$ cat src/rtl/alu_pkg.sv
// Shared definitions for the ALU execute stage: operation codes, FSM states
// and the shift-class helper used by the control decoder.
package alu_pkg;

   localparam logic [3:0] OP_SLL     = 4'b0000;
   localparam logic [3:0] OP_SRL     = 4'b0001;
   localparam logic [3:0] OP_SRA     = 4'b0010;
   localparam logic [3:0] OP_SLLV    = 4'b0011;
   localparam logic [3:0] OP_SRLV    = 4'b0100;
   localparam logic [3:0] OP_SRAV    = 4'b0101;
   localparam logic [3:0] OP_ADD     = 4'b0110;
   localparam logic [3:0] OP_SUB     = 4'b0111;
   localparam logic [3:0] OP_OR      = 4'b1000;
   localparam logic [3:0] OP_XOR     = 4'b1001;
   localparam logic [3:0] OP_AND     = 4'b1010;
   localparam logic [3:0] OP_NOR     = 4'b1011;
   localparam logic [3:0] OP_SLT     = 4'b1100;
   localparam logic [3:0] OP_LUI     = 4'b1101;
   localparam logic [3:0] OP_ILLEGAL = 4'b1110;
   localparam logic [3:0] OP_COMPARE = 4'b1111;

   typedef enum logic [1:0] {
      ST_IDLE  = 2'b00,
      ST_SHIFT = 2'b01,
      ST_DONE  = 2'b10
   } alu_state_t;

   // Codes 0..5 are the six shift operations.
   function automatic logic is_shift_op(input logic [3:0] code);
      return (code <= OP_SRAV);
   endfunction

   // Variable shifts take their amount from operand A.
   function automatic logic is_var_shift(input logic [3:0] code);
      return (code == OP_SLLV) || (code == OP_SRLV) || (code == OP_SRAV);
   endfunction

   function automatic logic is_right_shift(input logic [3:0] code);
      return (code == OP_SRL) || (code == OP_SRA) ||
             (code == OP_SRLV) || (code == OP_SRAV);
   endfunction

   function automatic logic is_arith_shift(input logic [3:0] code);
      return (code == OP_SRA) || (code == OP_SRAV);
   endfunction

endpackage

$ cat src/rtl/alu_serial_shifter.sv
// One-bit-per-cycle shifter: holds the operand, direction, fill mode and a
// down-counter of remaining shifts. o_next is the value after the next step.
module alu_serial_shifter #(
   parameter int NB_DATA = 32
) (
   input  logic               i_clock,
   input  logic               i_reset,
   input  logic               i_load,
   input  logic [NB_DATA-1:0] i_data,
   input  logic [4:0]         i_amount,
   input  logic               i_right,
   input  logic               i_arith,
   output logic [NB_DATA-1:0] o_data,
   output logic [NB_DATA-1:0] o_next,
   output logic [4:0]         o_count
);

   logic [NB_DATA-1:0] data_q;
   logic [4:0]         count_q;
   logic               right_q;
   logic               arith_q;
   logic               fill;

   // Single-step shift of the held operand; arithmetic fill copies the MSB.
   always_comb begin
      fill   = arith_q & data_q[NB_DATA-1];
      o_next = right_q ? {fill, data_q[NB_DATA-1:1]} : {data_q[NB_DATA-2:0], 1'b0};
   end

   // Load on accept, then shift and count down until the counter reaches zero.
   always_ff @(posedge i_clock) begin
      if (i_reset) begin
         data_q  <= '0;
         count_q <= '0;
         right_q <= 1'b0;
         arith_q <= 1'b0;
      end else if (i_load) begin
         data_q  <= i_data;
         count_q <= i_amount;
         right_q <= i_right;
         arith_q <= i_arith;
      end else if (count_q != 5'd0) begin
         data_q  <= o_next;
         count_q <= count_q - 5'd1;
      end
   end

   assign o_data  = data_q;
   assign o_count = count_q;

endmodule

$ cat src/rtl/alu_exec.sv
// ALU execute stage: single-cycle combinational ops, serial shifts, and a
// valid/ready handshake on both sides driven by an IDLE/SHIFT/DONE FSM.
module alu_exec
   import alu_pkg::*;
#(
   parameter int NB_DATA = 32,
   parameter int NB_CTRL = 4
) (
   input  logic               i_clock,
   input  logic               i_reset,
   input  logic               i_valid,
   output logic               o_ready,
   input  logic [NB_CTRL-1:0] i_alucontrol,
   input  logic [NB_DATA-1:0] i_data_a,
   input  logic [NB_DATA-1:0] i_data_b,
   input  logic [4:0]         i_shamt,
   output logic               o_valid,
   input  logic               i_ready,
   output logic [NB_DATA-1:0] o_result,
   output logic               o_zero,
   output logic               o_illegal
);

   alu_state_t         state_q, state_d;
   logic [NB_DATA-1:0] result_q, result_d;
   logic               zero_q, zero_d;
   logic               illegal_q, illegal_d;
   logic [3:0]         ctrl;
   logic [NB_DATA-1:0] alu_res;
   logic [4:0]         amount;
   logic               load;
   logic [NB_DATA-1:0] sh_data;
   logic [NB_DATA-1:0] sh_next;
   logic [4:0]         sh_count;

   assign ctrl   = i_alucontrol[3:0];
   assign amount = is_var_shift(ctrl) ? i_data_a[4:0] : i_shamt;

   alu_serial_shifter #(
      .NB_DATA (NB_DATA)
   ) u_shifter (
      .i_clock  (i_clock),
      .i_reset  (i_reset),
      .i_load   (load),
      .i_data   (i_data_b),
      .i_amount (amount),
      .i_right  (is_right_shift(ctrl)),
      .i_arith  (is_arith_shift(ctrl)),
      .o_data   (sh_data),
      .o_next   (sh_next),
      .o_count  (sh_count)
   );

   // Single-cycle operations; shifts and the reserved code yield zero here.
   always_comb begin
      alu_res = '0;
      case (ctrl)
         OP_ADD:     alu_res = i_data_a + i_data_b;
         OP_SUB:     alu_res = i_data_a - i_data_b;
         OP_COMPARE: alu_res = i_data_a - i_data_b;
         OP_OR:      alu_res = i_data_a | i_data_b;
         OP_XOR:     alu_res = i_data_a ^ i_data_b;
         OP_AND:     alu_res = i_data_a & i_data_b;
         OP_NOR:     alu_res = ~(i_data_a | i_data_b);
         OP_SLT:     alu_res = {{(NB_DATA-1){1'b0}},
                                ($signed(i_data_a) < $signed(i_data_b))};
         OP_LUI:     alu_res = i_data_b << 16;
         default:    alu_res = '0;
      endcase
   end

   // Next-state and result-capture logic; results are captured on entry to DONE.
   always_comb begin
      state_d   = state_q;
      result_d  = result_q;
      zero_d    = zero_q;
      illegal_d = illegal_q;
      load      = 1'b0;
      case (state_q)
         ST_IDLE: begin
            if (i_valid) begin
               if (is_shift_op(ctrl)) begin
                  if (amount == 5'd0) begin
                     result_d  = i_data_b;
                     zero_d    = (i_data_b == '0);
                     illegal_d = 1'b0;
                     state_d   = ST_DONE;
                  end else begin
                     load    = 1'b1;
                     state_d = ST_SHIFT;
                  end
               end else begin
                  result_d  = alu_res;
                  zero_d    = (alu_res == '0);
                  illegal_d = (ctrl == OP_ILLEGAL);
                  state_d   = ST_DONE;
               end
            end
         end
         ST_SHIFT: begin
            // Counter at 1 means this edge performs the final shift.
            if (sh_count == 5'd1) begin
               result_d  = sh_next;
               zero_d    = (sh_next == '0);
               illegal_d = 1'b0;
               state_d   = ST_DONE;
            end
         end
         ST_DONE: begin
            if (i_ready) state_d = ST_IDLE;
         end
         default: state_d = ST_IDLE;
      endcase
   end

   // State and result registers; reset aborts any operation in flight.
   always_ff @(posedge i_clock) begin
      if (i_reset) begin
         state_q   <= ST_IDLE;
         result_q  <= '0;
         zero_q    <= 1'b0;
         illegal_q <= 1'b0;
      end else begin
         state_q   <= state_d;
         result_q  <= result_d;
         zero_q    <= zero_d;
         illegal_q <= illegal_d;
      end
   end

   assign o_ready   = (state_q == ST_IDLE);
   assign o_valid   = (state_q == ST_DONE);
   assign o_result  = result_q;
   assign o_zero    = zero_q;
   assign o_illegal = illegal_q;

   logic unused_ok;
   assign unused_ok = ^sh_data;

endmodule

$ cat config.mk
export PLATFORM = sky130hd
export DESIGN_NAME = alu_exec
export DESIGN_NICKNAME = d
export VERILOG_FILES = /design/src/rtl/alu_pkg.sv /design/src/rtl/alu_serial_shifter.sv /design/src/rtl/alu_exec.sv
export SDC_FILE = /design/constraint.sdc
export NUM_CORES = 1
export LEC_CHECK = 0
export BUFFER_PORTS_ARGS = -buffer_cell sky130_fd_sc_hd__buf_2
export CAP_MARGIN = 20
export CELL_PAD_IN_SITES_DETAIL_PLACEMENT = 1
export CELL_PAD_IN_SITES_GLOBAL_PLACEMENT = 1
export CORE_AREA = 2 2 191 193
export CTS_CLUSTER_DIAMETER = 120
export DETAILED_ROUTE_END_ITERATION = 6
export DIE_AREA = 0 0 193 195
export PLACE_DENSITY_LB_ADDON = 0.1
export SYNTH_ARGS = -nofsm -noshare
export SYNTH_HDL_FRONTEND = slang
export SYNTH_SLANG_ARGS = --single-unit
export TNS_END_PERCENT = 1
$ cat constraint.sdc
create_clock -name i_clock -period 6.35 [get_ports i_clock]
set_input_delay 0.3175 -clock i_clock [delete_from_list [all_inputs] [get_ports i_clock]]
set_output_delay 0.3175 -clock i_clock [all_outputs]
set_load 0.01 [all_outputs]
==> impl_metrics.yaml, run 1 <==
die:
  fp.dieH_um: 195
  die_x_um: 193
  num_rows: 69
  ios: 113
  start_util_pct: 29.7
  die_area_um2: 37600
  core_area_um2: 35400
layout:
  nets: 1703
  area_growth_syn_to_layout_pct: 10.8
  antenna_cells: 0
  fin_cells: 1982
  fin_area_um2: 11600
  utilization_pct: 32.9
  drive_above_1_share_pct: 13.5
  fill_cells: 4440
sta:
  clock.fmax_mhz: 224
  tightestPinTransition_ns: 1.06
  setup_viol: 0
  drv_slew: 0
  rsz0062_at_grt: "no"
  relSlewSlack_pct: 29.1
  setup_tns_ns: 0
  fin_crit_ns: 4.47
  skew_ns: 0.00776
  fin_ws_ns: 1.88
  fin_crit_sh_pct: 70.5
  hold_viol_final: 0
  fin_hold_ws_ns: 0.227
routing:
  viasPerCell: 6.05
  finalWirelength_mm: 52.1
  drc: 0
  drt-met1-wl_mm: 24.0
  drtPass1Iterations: 5
  top_layer: "met4"
  routed-wl-met2_mm: 24.3
  drt_iter0_drc: 980
  wl_met3_mm: 2.59
  routed-via-count: 12000
  routedWlPerCell_um: 26.3
  ant_nets: 0
placement:
  dpl_cell_area_um2: 11300
  place_congestion: 0.944
  port_buffers: 112
  dp_hpwl_mm: 39.4
  dp_slack_ns: 1.63
  dp_cells: 1966
clock_tree:
  worstSkewPairLatency_ns: 0.35
  htreeDepth: 3
  path_clk_slew_ns: 0.06
  cts.repair.resized: 0
  hold_buffers: 0
  numCtsBuffers: 9
  cts_tree: "built"
  cts_root_buf: "clkbuf_16"
  clock_sinks: 75
  clockBufferDepth: 2
  cts_setup_buffers: 0
power_and_ir_drop:
  power_mw: 2.90
  peakVddDrop_mv: 0.191
  p_per_area_nw_per_um2: 249
  total_leakage_power_nw: 4.95
hold_path:
  holdPathEnd: "state_q[1]"
  hold-path-cell-count: 3
  min_path_type: "input pin to flop"
  min-delay-start: "i_ready"
setup_path:
  path_buf_inv: 2
  r2r_cells: 8
  crit_type: "input pin to flop"
  critPathArrivalTime_ns: 4.74
  path_max_fanout: 7
  worstPathCellList: "buf_2 -> ha_1 -> inv_1 -> fa_1 -> nand2b_1 -> a2111oi_2 -> o31ai_1 -> a211o_1 -> and2_1 -> o31ai_1 -> a221oi_1 -> o21ai_0 -> a211oi_1 -> a211o_1 -> a21oi_1"
  crit_path_top_delay_cell: "a2111oi_2"
  critPathLaunchType: "input pin"
  timing.rr.end: "o_zero"
  timing.rr.start: "u_shifter.right_q"
  max_stage_delay_ns: 0.57
  cp.required_ns: 6.62
  rrSetupSlack_ns: 3.37
  critPathTopFamily: "compound AO/OA/AOI/OAI gates"
  endpoint_kind: "flop"
grt:
  grt_pass1_vias: 11700
  grt_pass1_wl_mm: 77.1
  grt_usage_pct: 27.2
  antenna_found_initial: 0
  grt_max_degree: 77
  gr-total-overflow: 0
logic_synthesis:
  netlist_instances: 1483
  ys.flop_type: "dfxtp_1"
  synth_seq_area_share_pct: 14.3
  syn-num-nets: 1670
  syn_area_per_cell_um2: 7.09
  synth_cell_type_count: 96
  synth_warnings: 0
  synth-async-reset-ratio_pct: 0
  netlist_area_um2: 10500
  ys_seq_elements: 75
  synth_edf_count: 0
outcome:
  outcome: "completed"
run:
  max_cap_violations: 0
[area by class of cell]
| cell class | count | area, um^2 | area share [%] |
|---|---|---|---|
| multi-input cells | 1193 | 8100 | 69.5 |
| flip-flops and latches | 75 | 1500 | 12.9 |
| repair buffers | 133 | 718 | 6.17 |
| well taps | 461 | 577 | 4.95 |
| inverters | 104 | 390 | 3.35 |
| clock buffers | 12 | 267 | 2.29 |
| clock inverters | 4 | 95.1 | 0.816 |
[registers in the layout (all words and copies together), names as in the netlist]
signal             count
o_result              32
u_shifter.o_data      32
u_shifter.o_count      5
state_q                2
o_illegal              1
o_zero                 1
u_shifter.arith_q      1
u_shifter.right_q      1
[power breakdown]
part	total (mW)	internal [mW]	switching, mW
Combinational	1.55	0.537	1.01
Sequential	0.716	0.604	0.113
Clock	0.628	0.416	0.212
[cells by family (layout without fill, tap and decap cells)]
logic type | after synthesis | after routing | share of synthesized area, %
muxes | 57 | 57 | 5.50
DFF | 75 | 75 | 14.3
AOI/OAI and AO/OA | 544 | 544 | 35.4
xor gates and xnor gates | 7 | 7 | 0.583
adders and majority gates | 110 | 110 | 13.2
buffers and inverters | 215 | 253 | 9.05
and+or+nand+nor | 475 | 475 | 21.9
[synth_stat cells (all sizes together) (17+ instances only)]
cell type	count	area, um^2
inv	104	390
nand2	139	522
nor2	130	488
o21ai	55	279
a21oi	191	963
clkbuf	79	387
ha	108	1350
a221oi	20	181
nor4	26	190
o31ai	21	176
a21o	21	160
nor3	35	175
nand3	28	140
o211ai	42	315
mux2i	51	510
a211oi	46	345
nand4	24	150
buf	32	174
dfxtp	75	1500
nand2b	17	106
[worst max path at each step]
stage,start,endpoint,slack [ns],cells past startpoint
final,i_data_b[0],o_result[22],1.88,15
after detailed placement,i_data_b[0],o_result[22],1.63,15
after global routing,i_data_b[0],o_result[30],1.66,15
after floorplan,i_data_a[0],o_result[30],2.82,14
after CTS,i_data_b[0],o_result[22],1.98,15
after global placement,i_data_b[0],o_zero,1.65,15
[metal layers]
| layer | up-vias | global-route usage (%) |
|---|---|---|
| met5 | - | 0 |
| met4 | 0 | 6.20 |
| met3 | 62 | 2.84 |
| met2 | 398 | 44.7 |
| met1 | 5986 | 38.0 |
| li1 | 5547 | - |
[tightest hold or removal path, cell delays in order]
cell and delay (ns):
buf_2 0.07, or3_1 0.08, a21oi_1 0.05
[placed cells by master (no fill, tap or decap), types with 12 or more instances in the layout]
master and n:
mux2i_1 51, nor2_1 129, ha_1 108, a221oi_1 19, buf_4 21, a31oi_1 12
o221ai_1 16, a21oi_1 188, buf_2 112, nor2b_1 14, and3_1 13, a211oi_1 46
a211o_1 15, nor3_1 35, nand4_1 24, dfxtp_1 74, o21ai_0 51, nand3_1 28
a21o_1 19, nand2b_1 17, o31ai_1 19, nand2_1 138, inv_1 102, o211ai_1 42
nor4_1 23
Note: power is estimated with default switching activity, not from simulation.
==> run 2: changes to the inputs <==
clock period = 4.25 ns   (was 6.35 ns; I/O delays follow)
==> run 2 against run 1 <==
  * Sequential share of layout area fell by 0.45 points
  * Final cell count rose by 3.0%
  * Utilization rose by 1.2 points
  * Non-clock buffer count rose by 59
  * Clock power rose by 35%
  * Largest power group unchanged
  * First-iteration DRC count fell by 8.3%
  * Critical path type unchanged
  * Sequential power rose by 48%
  * Critical endpoint is now o_zero
==> impl_metrics.yaml, run 2 (same netlist as run 1, synthesis figures left out) <==
power_and_ir_drop:
  p_per_area_nw_per_um2: 357
  total_leakage_power_nw: 5.22
  peakVddDrop_mv: 0.252
layout:
  multi_input_area_um2: 8090
  regArea_um2: 1500
  nets: 1762
  drive_above_1_share_pct: 16.7
  area_growth_syn_to_layout_pct: 14.8
  fill_cells: 4456
  layout_commonest_cell: "a21oi_1"
  antenna_cells: 0
  final_cell_mix: "a21oi_1, nand2_1, nor2_1"
clock_tree:
  clockBufferDepth: 2
  cts_root_buf: "clkbuf_16"
  numCtsBuffers: 9
  worstSkewPairLatency_ns: 0.34
  cts_setup_buffers: 0
  htreeDepth: 3
  hold_buffers: 0
  cts_tree: "built"
  cts.repair.resized: 0
  path_clk_slew_ns: 0.06
  clock_sinks: 75
outcome:
  outcome: "completed"
sta:
  fin_crit_sh_pct: 91.9
  tightestPinTransition_ns: 1.16
  rsz0062_at_grt: "no"
  setup_viol: 0
  fin_crit_ns: 3.91
  fin_hold_ws_ns: 0.106
  relSlewSlack_pct: 21.9
  drv_slew: 0
  setup_tns_ns: 0
  hold_viol_final: 0
  clock.fmax_mhz: 256
  skew_ns: 0.00779
routing:
  ant_nets: 0
  routed-via-count: 12200
  drtPass1Iterations: 5
  drt_iter0_drc: 899
  finalWirelength_mm: 52.3
  viasPerCell: 5.96
  drc: 0
  routedWlPerCell_um: 25.6
grt:
  grt_usage_pct: 27.6
  gr-total-overflow: 0
  antenna_found_initial: 1
  grt_pass1_vias: 12200
  grt_pass1_wl_mm: 78.3
  grt_max_degree: 76
die:
  ios: 113
  die_x_um: 193
  core_area_um2: 35400
  start_util_pct: 29.7
  die_area_um2: 37600
  fp.dieH_um: 195
  num_rows: 69
hold_path:
  min_path_type: "input pin to flop"
setup_path:
  crit_type: "input pin to flop"
  critPathLaunchType: "input pin"
  cp.required_ns: 4.50
  endpoint_kind: "flop"
  critPathArrivalTime_ns: 4.15
  path_max_fanout: 5
placement:
  port_buffers: 112
  dp_hpwl_mm: 40.7
  place_congestion: 0.932
run:
  max_cap_violations: 0
## run 2: changes by cell type in the layout (fill, tap and decap cells not counted), sizes merged
cell	delta
buf	+59
bufinv	-1
clkbuf	-1
clkinvlp	+1
inv	+1
## run 2: path summary, 6_finish.rpt
check                                       start             endpoint  slack (ns)  depth (start not counted)
worst max-delay path                  i_data_a[0]               o_zero        0.34                         15
worst min-delay path                      i_reset  u_shifter.o_data[8]        0.11                          2
worst max register to register  u_shifter.right_q               o_zero        1.35                          8
worst min register to register       o_result[31]         o_result[31]        0.46                          2
## run 2: final cells by class
cell class | instances | area share [%]
well taps | 461 | 4.78
inverters | 104 | 3.24
flip-flops and latches | 75 | 12.5
clock buffers | 11 | 2.01
multi-input cells | 1193 | 67.1
repair buffers | 192 | 9.73
clock inverters | 5 | 0.705
## run 2: metrics by stage
step	instance area, um^2	util, %	power (mW)	setup slack (ns)	std cells
after global placement	11700	33.2	3.40	0.260	2025
after global routing	12100	34.1	4.64	0.112	2041
after detailed placement	11700	33.2	3.44	0.0621	2025
after floorplan	10500	-	2.63	0.822	1483
final	12100	34.1	4.31	0.343	2041
after CTS	12100	34.1	4.31	0.414	2041
## run 2: layer usage
layer	track usage (%)	routed length [um]	part of all wire (%)
met1	37.4	23900	46
met4	9.54	2040	3.9
met3	4.01	2730	5.2
met5	0	12	0.023
met2	44.3	23600	45
## run 2: report_power, final
part | internal (mW) | switching [mW] | total (mW)
registers | 0.902 | 0.163 | 1.06
clock network | 0.534 | 0.315 | 0.848
logic | 0.864 | 1.53 | 2.40
## run 2: critical path, cell delays in order
cell and delay (ns):
buf_2 0.11, inv_1 0.06, ha_1 0.22, fa_1 0.40, or2_1 0.27, a2111o_1 0.45
a31oi_2 0.33, o21ai_2 0.21, a221oi_1 0.33, o21ai_1 0.12, a2111oi_0 0.46, nand4bb_1 0.25
nor4_2 0.37, nand3_1 0.12, o31ai_1 0.25
==> run 3: changes to the inputs <==
RECOVER_POWER = 50   (was unset)
==> run 3 against run 2 <==
  * Worst setup slack lost 0.0020 ns
  * Global-route usage unchanged
  * Flip-flop and latch count unchanged
  * Wire length up 0.12%
==> impl_metrics.yaml, run 3 (same netlist as run 1, synthesis figures left out) <==
sta:
  fin_crit_sh_pct: 92.0
  setup_tns_ns: 0
  setup_viol: 0
  clock.fmax_mhz: 256
  fin_crit_ns: 3.91
  skew_ns: 0.00817
  drv_slew: 0
  rsz0062_at_grt: "no"
  relSlewSlack_pct: 14.6
  tightestPinTransition_ns: 1.28
  hold_viol_final: 0
hold_path:
  hold-path-cell-count: 2
  min_path_type: "input pin to flop"
routing:
  routed-via-count: 12100
  ant_nets: 0
  routedWlPerCell_um: 25.6
  finalWirelength_mm: 52.3
  viasPerCell: 5.93
  drtPass1Iterations: 5
  drt_iter0_drc: 915
  drc: 0
setup_path:
  crit_path_top_delay_cell: "a2111oi_0"
  path_buf_inv: 2
  path_max_fanout: 5
  critPathArrivalTime_ns: 4.16
  critPathTopFamily: "compound AO/OA/AOI/OAI gates"
  worstSetupPathDepth: 15
  max_stage_delay_ns: 0.46
  crit_type: "input pin to flop"
  endpoint_kind: "flop"
  critPathLaunchType: "input pin"
  cp.required_ns: 4.50
  worstPathCellList: "buf_2 -> inv_1 -> ha_1 -> fa_1 -> or2_1 -> a2111o_1 -> a31oi_2 -> o21ai_2 -> a221oi_1 -> o21ai_1 -> a2111oi_0 -> nand4bb_1 -> nor4_2 -> nand3_1 -> o31ai_1"
  r2r_cells: 8
grt:
  antenna_found_initial: 1
  grt_usage_pct: 27.6
  grt_max_degree: 76
  gr-total-overflow: 0
  grt_pass1_vias: 12200
  grt_pass1_wl_mm: 78.3
clock_tree:
  cts_root_buf: "clkbuf_16"
  htreeDepth: 3
  cts.repair.resized: 0
  clock_sinks: 75
  cts_setup_buffers: 0
  numCtsBuffers: 9
  cts_tree: "built"
  path_clk_slew_ns: 0.06
  hold_buffers: 0
  worstSkewPairLatency_ns: 0.34
  clockBufferDepth: 2
die:
  fp.dieH_um: 195
  start_util_pct: 29.7
  ios: 113
  die_x_um: 193
  num_rows: 69
  die_area_um2: 37600
  core_area_um2: 35400
power_and_ir_drop:
  total_leakage_power_nw: 5.06
  peakVddDrop_mv: 0.252
  p_per_area_nw_per_um2: 359
  power_mw: 4.31
layout:
  nets: 1762
  layout_commonest_cell: "a21oi_1"
  area_growth_syn_to_layout_pct: 14.3
  drive_above_1_share_pct: 14.2
  final_cell_mix: "a21oi_1, nand2_1, nor2_1"
  fin_area_um2: 12000
  antenna_cells: 0
placement:
  place_congestion: 0.932
  port_buffers: 112
  dp_hpwl_mm: 40.7
  dpl_cell_area_um2: 11700
run:
  max_cap_violations: 0
outcome:
  outcome: "completed"
## run 3: final timing paths
path | startpoint | end | slack (ns)
worst max register to register | u_shifter.right_q | o_zero | 1.39
worst max-delay path | i_data_a[0] | o_zero | 0.34
worst min-delay path | i_reset | u_shifter.o_data[8] | 0.11
worst min register to register | o_result[31] | o_result[31] | 0.46
## run 3: per-stage QoR
step           instances  setup WS (ns)  hold WS, ns  util, %
2_1_floorplan       1483          0.822        0.315        -
3_5_place_dp        2025         0.0621        0.451     33.2
4_1_cts             2041          0.414       0.0999     34.1
3_3_place_gp        2025          0.260        0.443     33.2
5_1_grt             2041          0.112       0.0932     33.9
6_report            2041          0.341        0.106     33.9
## run 3: report_power, final
part           switching [mW]  total, mW  internal, mW
sequential              0.165       1.07         0.902
combinational            1.54       2.39         0.853
clock                   0.314      0.848         0.534
## run 3: routing by layer
layer / share of wire [%] / vias to the layer above / wire length, um / global-route usage (%)
met1: 46 / 6002 / 23900 / 37.4
li1: - / 5671 / - / -
met4: 3.7 / 2 / 1940 / 9.54
met2: 45 / 358 / 23700 / 44.3
met5: 0.023 / - / 12 / 0
met3: 5.2 / 73 / 2730 / 4.01
## run 3: cell type report
| class | instances | area, um^2 |
|---|---|---|
| multi-input combinational | 1193 | 8090 |
| timing repair buffer | 192 | 1120 |
| sequential | 75 | 1500 |
| fill | 4467 | 23400 |
| inverter | 104 | 390 |
| tap | 461 | 577 |
| clock buffer | 11 | 243 |
| clock inverter | 5 | 85.1 |
